--- config.mk ---
export PLATFORM = sky130hd
export DESIGN_NAME = pixel_readout
export DESIGN_NICKNAME = d
export VERILOG_FILES = /design/src/rtl/pixel_readout.sv
export SDC_FILE = /design/constraint.sdc
export NUM_CORES = 1
export LEC_CHECK = 0
export CORE_MARGIN = 4
export CORE_UTILIZATION = 50
export CTS_CLUSTER_SIZE = 20
export DETAILED_ROUTE_END_ITERATION = 8
export PLACE_DENSITY = 0.78
export REMOVE_ABC_BUFFERS = 1
export SYNTH_ARGS = -nofsm -noshare
export SYNTH_HDL_FRONTEND = slang
export SYNTH_SLANG_ARGS = --single-unit
--- constraint.sdc ---
create_clock -name clk -period 3.1 [get_ports clk]
set_input_delay 0.93 -clock clk [delete_from_list [all_inputs] [get_ports clk]]
set_output_delay 0.93 -clock clk [all_outputs]
set_load 0.01 [all_outputs]
--- src/rtl/pixel_readout.sv ---
// Row-sequential pixel array readout: one-hot row select, row capture, valid/ready pixel stream.
// Define PIXEL_READOUT_PREFETCH_EN to latch the next row in the background while the current row streams.
module pixel_readout #(
  parameter int WIDTH      = 3,
  parameter int HEIGHT     = 3,
  parameter int PIXEL_BITS = 8
) (
  input  logic                          clk,
  input  logic                          reset,
  input  logic                          start,
  output logic                          busy,
  output logic                          done,
  output logic [HEIGHT-1:0]             read_row,
  input  logic [WIDTH*PIXEL_BITS-1:0]   data_in,
  output logic [PIXEL_BITS-1:0]         pixel_out,
  output logic                          pixel_valid,
  input  logic                          pixel_ready,
  output logic                          pixel_last,
  output logic [$clog2(HEIGHT)-1:0]     row_idx,
  output logic [$clog2(WIDTH)-1:0]      col_idx
);

  localparam int CW = $clog2(WIDTH);
  localparam int RW = $clog2(HEIGHT);
  localparam logic [CW-1:0]     COL_MAX = CW'(WIDTH - 1);
  localparam logic [RW-1:0]     ROW_MAX = RW'(HEIGHT - 1);
  localparam logic [HEIGHT-1:0] SEL0    = HEIGHT'(1);

  localparam logic [2:0] S_IDLE   = 3'd0;
  localparam logic [2:0] S_SELECT = 3'd1;
  localparam logic [2:0] S_LATCH  = 3'd2;
  localparam logic [2:0] S_STREAM = 3'd3;
  localparam logic [2:0] S_DONE   = 3'd4;

  logic [2:0]                  state;
  logic [WIDTH*PIXEL_BITS-1:0] row_buf;
  logic                        handshake;
  logic [RW-1:0]               row_next;
  logic [CW-1:0]               col_next;

  assign handshake = pixel_valid && pixel_ready;
  assign row_next  = row_idx + RW'(1);
  assign col_next  = col_idx + CW'(1);

`ifdef PIXEL_READOUT_PREFETCH_EN
  // bg_phase: 0 none, 1 settle cycle, 2 latch cycle, 3 next row held in next_buf
  logic [WIDTH*PIXEL_BITS-1:0] next_buf;
  logic [1:0]                  bg_phase;
  logic [WIDTH*PIXEL_BITS-1:0] next_src;

  // A row switch landing on the background latch cycle forwards the bus directly.
  assign next_src = (bg_phase == 2'd3) ? next_buf : data_in;
`endif

  function automatic logic [PIXEL_BITS-1:0] pick(input logic [WIDTH*PIXEL_BITS-1:0] bus,
                                                 input logic [CW-1:0] col);
    pick = bus[col*PIXEL_BITS +: PIXEL_BITS];
  endfunction

  always_ff @(posedge clk or posedge reset) begin
    if (reset) begin
      state       <= S_IDLE;
      read_row    <= '0;
      pixel_valid <= 1'b0;
      pixel_last  <= 1'b0;
      busy        <= 1'b0;
      done        <= 1'b0;
      pixel_out   <= '0;
      row_idx     <= '0;
      col_idx     <= '0;
      row_buf     <= '0;
`ifdef PIXEL_READOUT_PREFETCH_EN
      next_buf    <= '0;
      bg_phase    <= 2'd0;
`endif
    end else begin
      case (state)
        S_IDLE: begin
          done <= 1'b0;
          if (start) begin
            row_idx  <= '0;
            col_idx  <= '0;
            read_row <= SEL0;
            busy     <= 1'b1;
            state    <= S_SELECT;
          end
        end
        S_SELECT: begin
          state <= S_LATCH;
        end
        S_LATCH: begin
          row_buf     <= data_in;
          read_row    <= '0;
          col_idx     <= '0;
          pixel_out   <= pick(data_in, CW'(0));
          pixel_valid <= 1'b1;
          pixel_last  <= (row_idx == ROW_MAX) && (COL_MAX == CW'(0));
          state       <= S_STREAM;
`ifdef PIXEL_READOUT_PREFETCH_EN
          if (row_idx != ROW_MAX) begin
            read_row <= SEL0 << row_next;
            bg_phase <= 2'd1;
          end
`endif
        end
        S_STREAM: begin
`ifdef PIXEL_READOUT_PREFETCH_EN
          if (bg_phase == 2'd1) begin
            bg_phase <= 2'd2;
          end else if (bg_phase == 2'd2) begin
            next_buf <= data_in;
            read_row <= '0;
            bg_phase <= 2'd3;
          end
`endif
          if (handshake) begin
            if (col_idx != COL_MAX) begin
              col_idx    <= col_next;
              pixel_out  <= pick(row_buf, col_next);
              pixel_last <= (row_idx == ROW_MAX) && (col_next == COL_MAX);
            end else if (row_idx != ROW_MAX) begin
              row_idx <= row_next;
`ifdef PIXEL_READOUT_PREFETCH_EN
              if (bg_phase[1]) begin
                col_idx    <= '0;
                row_buf    <= next_src;
                pixel_out  <= pick(next_src, CW'(0));
                pixel_last <= (row_next == ROW_MAX) && (COL_MAX == CW'(0));
                read_row   <= '0;
                bg_phase   <= 2'd0;
                if (row_next != ROW_MAX) begin
                  read_row <= SEL0 << (row_next + RW'(1));
                  bg_phase <= 2'd1;
                end
              end else begin
                // Very short rows: the next row has only settled one cycle, finish it in LATCH.
                pixel_valid <= 1'b0;
                pixel_last  <= 1'b0;
                bg_phase    <= 2'd0;
                state       <= S_LATCH;
              end
`else
              read_row    <= SEL0 << row_next;
              pixel_valid <= 1'b0;
              pixel_last  <= 1'b0;
              state       <= S_SELECT;
`endif
            end else begin
              pixel_valid <= 1'b0;
              pixel_last  <= 1'b0;
              busy        <= 1'b0;
              done        <= 1'b1;
              state       <= S_DONE;
            end
          end
        end
        S_DONE: begin
          done  <= 1'b0;
          state <= S_IDLE;
        end
        default: begin
          read_row    <= '0;
          pixel_valid <= 1'b0;
          pixel_last  <= 1'b0;
          busy        <= 1'b0;
          done        <= 1'b0;
          state       <= S_IDLE;
        end
      endcase
    end
  end

endmodule

## Yosys cells after proc, flatten, opt, wreduce, memory -nomap -nowiden

Cells that the tools add are included.

| storage, ports and cells | value |
|---|---|
| flip-flop bits (word level) | 46 |
| input bits | 28 |
| output and inout port bits | 19 |
| word-level logic and storage cells | 86 |

| operators by class | value |
|---|---|
| add/sub/neg operators | 2 |
| equality and inequality tests | 14 |
| shifts and indexed selects | 2 |
| multiplexer cells | 35 |
| bitwise logic cells | 4 |
| reductions and logical operators | 19 |

Operators by type and width:

| kind | count |
|---|---|
| 24-bit by 6-bit variable part select with 8-bit output | 1 |
| 3-bit two-way mux | 7 |
| 8-bit two-way mux | 2 |
| 2-bit inequality test, second input constant | 8 |
| 8-bit case mux with 2 select lines | 1 |
| 5-bit AND reduction | 3 |
| 2-bit two-way mux | 6 |
| 3-bit case mux with 4 select lines | 1 |
| 1-bit two-way mux | 11 |
| 3-bit case mux with 3 select lines | 1 |
| 3-bit AND reduction | 3 |
| 4-bit AND reduction | 2 |
| 3-bit by 2-bit == test with 1-bit output, second input constant | 2 |
| 1-bit case mux with 3 select lines | 2 |
| 2-bit case mux with 3 select lines | 1 |
| 3-bit OR reduction | 2 |
| 2-bit by 1-bit adder with 2-bit output, second input constant | 2 |
| 2-bit == test, second input constant | 2 |
| 1-bit NOT | 4 |
| 1-bit case mux with 2 select lines | 2 |
| 2-bit case mux with 2 select lines | 1 |
| 2-bit nonzero test | 2 |
| 2-bit OR reduction | 2 |
| 3-bit by 1-bit == test with 1-bit output, second input constant | 1 |
| other kinds (6) | 7 |

## Depth between registers and ports, before layout

Gate-level depths: netlist of run 1.

| logic depth | value |
|---|---|
| word-level depth | 6 |
| depth in mapped cells | 9 |
| depth with buffers taken out | 6 |

## Worst setup path before layout of run 1

No wires, ideal clock.

| timing path | value |
|---|---|
| path kind | reg-to-reg |
| start | reg col_idx[0] |
| end | reg pixel_out[7] |
| library setup time | 127 ps |
| data arrival time | 1982 ps |
| data required time | 2973 ps |
| path slack | 991 ps |
| cell stages (with the launch flop) | 9 |
| buffers on the path | 2 |
| period minus slack after synthesis | 2109 ps |
| path through | dfrtp_1 clkbuf_1 inv_1 ha_1 buf_6 mux2_4 a221o_1 o21ai_0 o21ai_0 |

| between the ends | value |
|---|---|
| word-level cells in the longest chain between the ends | 5 |
| elaborated cells between the ends (all ways) | 8 |
| classes of those cells | add/sub: 1; eq/ne: 2; shift: 1; mux: 3; reduce/logical: 1 |

RTL lines:

| what | RTL line | RTL |
|---|---|---|
| start: declaration | 20 | `output logic [$clog2(WIDTH)-1:0] col_idx` |
| start signal: assignment | 118 | `col_idx <= col_next;` |
| 2-bit by 1-bit adder with 2-bit output | 43 | `assign col_next = col_idx + CW'(1);` |
| 24-bit by 6-bit variable part select with 8-bit output | 57 | `pick = bus[col*PIXEL_BITS +: PIXEL_BITS];` |
| 8-bit two-way mux | 117 | `if (col_idx != COL_MAX) begin` |
| 8-bit two-way mux | 116 | `if (handshake) begin` |
| 8-bit case mux with 2 select lines | 77 | `case (state)` |
| end signal: assignment | 95 | `pixel_out <= pick(data_in, CW'(0));` |
| end signal: assignment | 119 | `pixel_out <= pick(row_buf, col_next);` |
| end: declaration | 15 | `output logic [PIXEL_BITS-1:0] pixel_out,` |

Several ways; a longest one is shown, not always the timed one. The select of a mux whose other input is x is not followed.
A chain may end at the register's enable or synchronous reset.

## Final worst setup path of run 1

| timing path | value |
|---|---|
| start | reg col_idx[0] |
| end | out col_idx[0] |

No word-level cell between the ends.

==> impl_metrics.csv, run 1 <==
group,metric,value,unit
outcome,status,"finished, final reports clean",
clock_tree,clock_latency,0.30,ns
power_and_ir_drop,p_int,1.74,mW
sta,setup_viol,0,
critical_path,cpPeakStageDelay,0.56,ns
sta,clock_skew,0.00925,ns
clock_tree,cts_root_buf,"clkbuf_8",
critical_path,end_kind,"primary output",
clock_tree,clockBufferDepth,2,
critical_path,critPathSlowestCell,"clkdlybuf4s50_1",
sta,finalCriticalPeriod,2.34,ns
route,vias_per_cell,5.68,
synth,yosysUniqueCellTypes,41,
route,ant_nets,0,
clock_tree,cts.clk_slew.worst_paths,0.09,ns
place,portBuffers,46,
clock_tree,cts_setup_buffers,0,
finish,post-route-util,0.654,
power_and_ir_drop,p_leak,1.24,nW
clock_tree,ctsHoldBuffers,0,
synth,yosysSeqAreaShare,0.505,
synth,yosysWarningCount,0,
grt,grt_use_met2,0.297,
clock_tree,cts_resized,0,
grt,grt-ovfl-total,0,
critical_path,critPathRequiredTime,2.17,ns
synth,synth-edff-count,0,
floorplanning,start_util,0.520,
grt,grt_pass1_wl,7670,um
grt,met1_usage,0.236,
critical_path,critical_path_class,"reg2out",
critical_path,r2r_cells,5,
finish,drive_above_1_share,0.217,
hold_path,hold_class,"reg2reg",
finish,final_cell_mix,"dfrtp_1 (46), clkdlybuf4s50_1 (46), mux2_2 (31), o21ai_0 (17), nand2_1 (16)",
floorplanning,die_w,75.5,um
power_and_ir_drop,finalPower,2.60,mW
grt,grt_use_total,0.182,
hold_path,worst_hold_path.num_cells,2,
sta,holdWs,0.500,ns
sta,setup_tns,0,ns
sta,finalHoldViolCount,0,
sta,rsz0062_at_grt,"no",
critical_path,crit_buf_inv,2,
clock_tree,cts_made_buffers,5,
power_and_ir_drop,seqPwrFrac,0.385,
critical_path,crit_chain,"buf_4, clkdlybuf4s50_1",
synth,synth-seq-cells,46,
floorplanning,ioPinCount,47,
clock_tree,cts.sinks,46,
floorplanning,core-area,0.00438,mm^2
grt,met3_usage,0.0409,
job,maxCapViolCount,0,
route,wl_per_cell,16.4,um
power_and_ir_drop,clkPwrFrac,0.171,
synth,ys.flop_type,"dfrtp_1",
critical_path,critPathArrivalTime,1.41,ns
route,drc_errors,0,
sta,maxSlewViolCount,0,
grt,antenna_found_initial,0,
place,dp_cells,284,
sta,slew_headroom,0.545,
synth,synthArstFlopShare,1.00,
route,wirelength,4790,um
route,routed-via-count,1660,
critical_path,cp_max_fo,12,
grt,grt_max_degree,26,
synth,netlist_instances,195,
finish,antenna_cells,0,
synth,netlist_area,0.00228,mm^2
route,detail_route.first_pass.iterations,6,
place,hpwlAfterDp,3500,um
power_and_ir_drop,vdd_drop_max,0.458,mV
sta,fin_crit_sh,0.754,
finish,area_growth_syn_to_layout,25.9,%
sta,tightestPinTransition,0.682,ns
floorplanning,die_area,0.00570,mm^2
power_and_ir_drop,combPwrFrac,0.444,
place,gp_congestion,0.806,
critical_path,path_depth,2,
clock_tree,htreeDepth,2,
power_and_ir_drop,p_per_area,908,mW/mm^2
route,drt_iter0_drc,150,
synth,postSynthAreaPerCell,11.7,um^2
power_and_ir_drop,p_sw,0.861,mW
finish,fin_cells,292,
sta,fmaxAchievable,428,MHz
power_and_ir_drop,p_sw_frac,0.331,
grt,grt_pass1_vias,1584,
finish,fin_nets,274,
clock_tree,cts_tree,"yes",
floorplanning,fp.dieH,75.5,um
grt,grt-busiest-layer,"met2",
critical_path,critPathTopFamily,"buffers and inverters",
floorplanning,rows,24,
critical_path,cp-start-kind,"flip-flop",
[worst register-to-register path: stages, from the launching register on]
cell and delay (ns):
dfrtp_1 0.43, ha_1 0.60, nor2b_1 0.61, a221o_1 0.27, o21ai_0 0.09, o21ai_0 0.19
[layer usage]
metal / vias to the layer above / wire length (um) / share of wire
met3: 7 / 269 / 0.056
li1: 791 / - / -
met4: 0 / 85 / 0.018
met5: - / 0 / 0
met2: 45 / 2360 / 0.49
met1: 817 / 2070 / 0.43
[cell families after synthesis]
kind of cell             synth area share
flip-flops                          0.505
AND/OR/NAND/NOR                    0.0934
multiplexers                        0.169
AO/OA/AOI/OAI                       0.146
adder cells (fa/ha/maj)            0.0384
buffers and inverters              0.0483
[layout make-up]
cell class	count	area, um^2
fillers	344	1520
flip-flops and latches	46	1150
multi-input cells	129	1020
repair buffers	49	495
clock buffers	6	72.6
well taps	52	65.1
clock inverters	2	37.5
inverters	8	30.0
[sequential cells by signal, summed over array words and instances (netlist names), 2 cells and up]
| register | flops |
|---|---|
| col_idx | 2 |
| read_row | 3 |
| row_idx | 2 |
| pixel_out | 8 |
| state | 3 |
| row_buf | 24 |
[metrics by stage]
step | instance area, um^2 | setup WS, ns
after floorplan | 2200 | 1.06
after global placement | 2760 | 0.725
after detailed placement | 2760 | 0.656
after CTS | 2870 | 0.749
after global routing | 2870 | 0.689
final | 2870 | 0.761
[Yosys cell counts (2+ instances only)]
library cell  instances  area (um^2)
dfrtp_1              46         1150
mux2_2               31          349
o21ai_0              17         85.1
nand2_1              16         60.1
a221o_1               8         80.1
inv_1                 8         30.0
ha_1                  7         87.6
a21oi_1               6         30.0
nor2_1                5         18.8
buf_2                 4         20.0
buf_4                 4         30.0
nand3_1               3         15.0
nor3_1                3         15.0
o21ai_2               3         26.3
a22o_1                2         17.5
buf_6                 2         22.5
clkbuf_1              2         7.51
nand3b_1              2         15.0
nor2b_1               2         12.5
o21ai_1               2         10.0
o21bai_1              2         15.0
[final timing paths]
path                                   start  slack [ns]      endpoint
max in group asynchronous              reset        1.62   read_row[0]
worst max-delay path              col_idx[0]        0.76    col_idx[0]
min in group asynchronous              reset        0.98  pixel_out[1]
worst min-delay path            pixel_out[6]        0.50  pixel_out[6]
worst min register to register  pixel_out[6]        0.50  pixel_out[6]
worst max register to register    col_idx[1]        0.84  pixel_out[0]
[power by group through the flow]
stage	Sequential, mW	Clock (mW)	Combinational [mW]
after floorplan	1.02	0	0.728
after global placement	1.00	0	1.13
after detailed placement	1.02	0	1.17
after CTS	1.00	0.456	1.17
after global routing	1.04	0.483	1.27
final	1.00	0.444	1.16
No activity file was read; power rests on OpenSTA's default activity.
==> run 2, diff against run 1 <==
- clock period: 3.1 -> 2.2 ns (I/O delays scaled with it)
==> run 2 against run 1 <==
  * Sequential power rose by 40%
  * Clock power rose by 39%
  * Core utilization rose by 1.0 points
  * Clock skew rose by 0.0031 ns
  * Via count fell by 1.9%
  * Non-clock buffer count rose by 4
  * Critical path type unchanged
  * Largest power group unchanged
==> impl_metrics.csv, run 2 (synthesis results as in run 1) <==
group,metric,value,unit
grt,grt_max_degree,47,
critical_path,critPathRequiredTime,1.54,ns
finish,fin_cells,296,
job,maxCapViolCount,0,
sta,fin_crit_sh,0.941,
outcome,status,"finished, final reports clean",
critical_path,critical_path.startpoint,"col_idx[0]",
finish,antenna_cells,0,
finish,fin_nets,278,
finish,multi_input_area,0.00102,mm^2
clock_tree,cts.clk_slew.worst_paths,0.09,ns
place,hpwlAfterDp,3400,um
clock_tree,cts.sinks,46,
floorplanning,fp.dieH,75.5,um
finish,reg.largest.list,"row_buf: 24 flops, pixel_out: 8 flops",
critical_path,cp_max_fo,12,
clock_tree,htreeDepth,2,
finish,drive_above_1_share,0.234,
grt,grt-ovfl-total,0,
floorplanning,ioPinCount,47,
route,detail_route.first_pass.iterations,4,
route,ant_nets,0,
sta,setup_tns,0,ns
route,vias_per_cell,5.50,
floorplanning,rows,24,
sta,finalCriticalPeriod,2.07,ns
finish,seqCellArea,0.00115,mm^2
route,drc_errors,0,
sta,finalHoldViolCount,0,
finish,final_cell_mix,"dfrtp_1 (46), clkdlybuf4s50_1 (46), mux2_2 (31), o21ai_0 (17), nand2_1 (16)",
power_and_ir_drop,p_leak,1.26,nW
place,dp_cells,288,
clock_tree,cts_root_buf,"clkbuf_8",
floorplanning,start_util,0.520,
critical_path,reg2reg_from,"col_idx[1]",
floorplanning,die_area,0.00570,mm^2
clock_tree,cts_tree,"yes",
finish,largest_reg_flops,24,
hold_path,hp-start,"pixel_out[7]",
place,portBuffers,46,
place,gp_congestion,0.841,
power_and_ir_drop,p_per_area,1290,mW/mm^2
critical_path,critical_path_class,"reg2out",
floorplanning,core-area,0.00438,mm^2
critical_path,critPathArrivalTime,1.41,ns
power_and_ir_drop,vdd_drop_max,0.693,mV
route,routed-via-count,1629,
sta,setup_viol,0,
sta,clock_skew,0.0123,ns
sta,slew_headroom,0.731,
sta,rsz0062_at_grt,"no",
finish,fillers,358,
grt,antenna_found_initial,0,
sta,tightestPinTransition,0.401,ns
grt,grt_pass1_wl,7680,um
grt,grt_use_total,0.180,
route,wl_per_cell,15.7,um
clock_tree,cts_made_buffers,5,
sta,fmaxAchievable,483,MHz
critical_path,end_kind,"primary output",
finish,area_growth_syn_to_layout,27.9,%
grt,grt_pass1_vias,1632,
route,wirelength,4640,um
sta,maxSlewViolCount,0,
route,drt_iter0_drc,78,
critical_path,cp-start-kind,"flip-flop",
hold_path,hold_class,"reg2reg",
floorplanning,die_w,75.5,um
finish,registers.top_by_ff_count,"row_buf",
clock_tree,clock_latency,0.30,ns
clock_tree,clockBufferDepth,2,
## run 2: critical path, cell delays in order (launching register included)
cell and delay [ns]:
dfrtp_1 0.36, buf_4 0.19, clkdlybuf4s50_1 0.56
## run 2: power breakdown
group	switching [mW]	internal (mW)
registers	0.215	1.19
logic	0.721	1.01
clock network	0.278	0.339
## run 2: final timing paths
kind,end,slack [ns],depth (start not counted)
worst min register to register,pixel_out[7],0.48,2
max in group asynchronous,read_row[0],1.27,3
worst max register to register,pixel_out[5],0.26,6
worst min-delay path,pixel_out[7],0.48,2
min in group asynchronous,state[1],0.71,3
worst max-delay path,col_idx[0],0.13,2
## run 2: stage by stage
stage          cell area, um^2  setup WS (ns)  total power, mW  hold WS (ns)  utilization
2_1_floorplan             2200          0.159             2.47         0.475            -
3_3_place_gp              2800          0.106             3.10         0.462        0.639
3_5_place_dp              2800         0.0800             3.16         0.470        0.639
4_1_cts                   2910          0.119             3.79         0.490        0.664
5_1_grt                   2910         0.0577             4.03         0.514        0.665
6_report                  2910          0.131             3.75         0.481        0.665
## run 2: cell type report
type                            count  share of cell area
Multi-Input combinational cell    129               0.350
Tap cell                           52              0.0223
Clock inverter                      2              0.0129
Sequential cell                    46               0.395
Clock buffer                        6              0.0249
Inverter                            8              0.0103
Timing Repair Buffer               53               0.185
## run 2: per-layer routing
metal	vias up	track usage	wire length [um]
li1	805	-	-
met1	784	0.236	2090
met2	33	0.291	2280
met3	7	0.0409	180
met4	0	0.0660	96
met5	-	0	0
## run 2: repair_timing
item / in CTS / in global routing
setup buffers: 0 / 0
endpoints found under the setup margin: 0 / 2
gates resized for setup: 0 / 1
hold buffers: 0 / 0
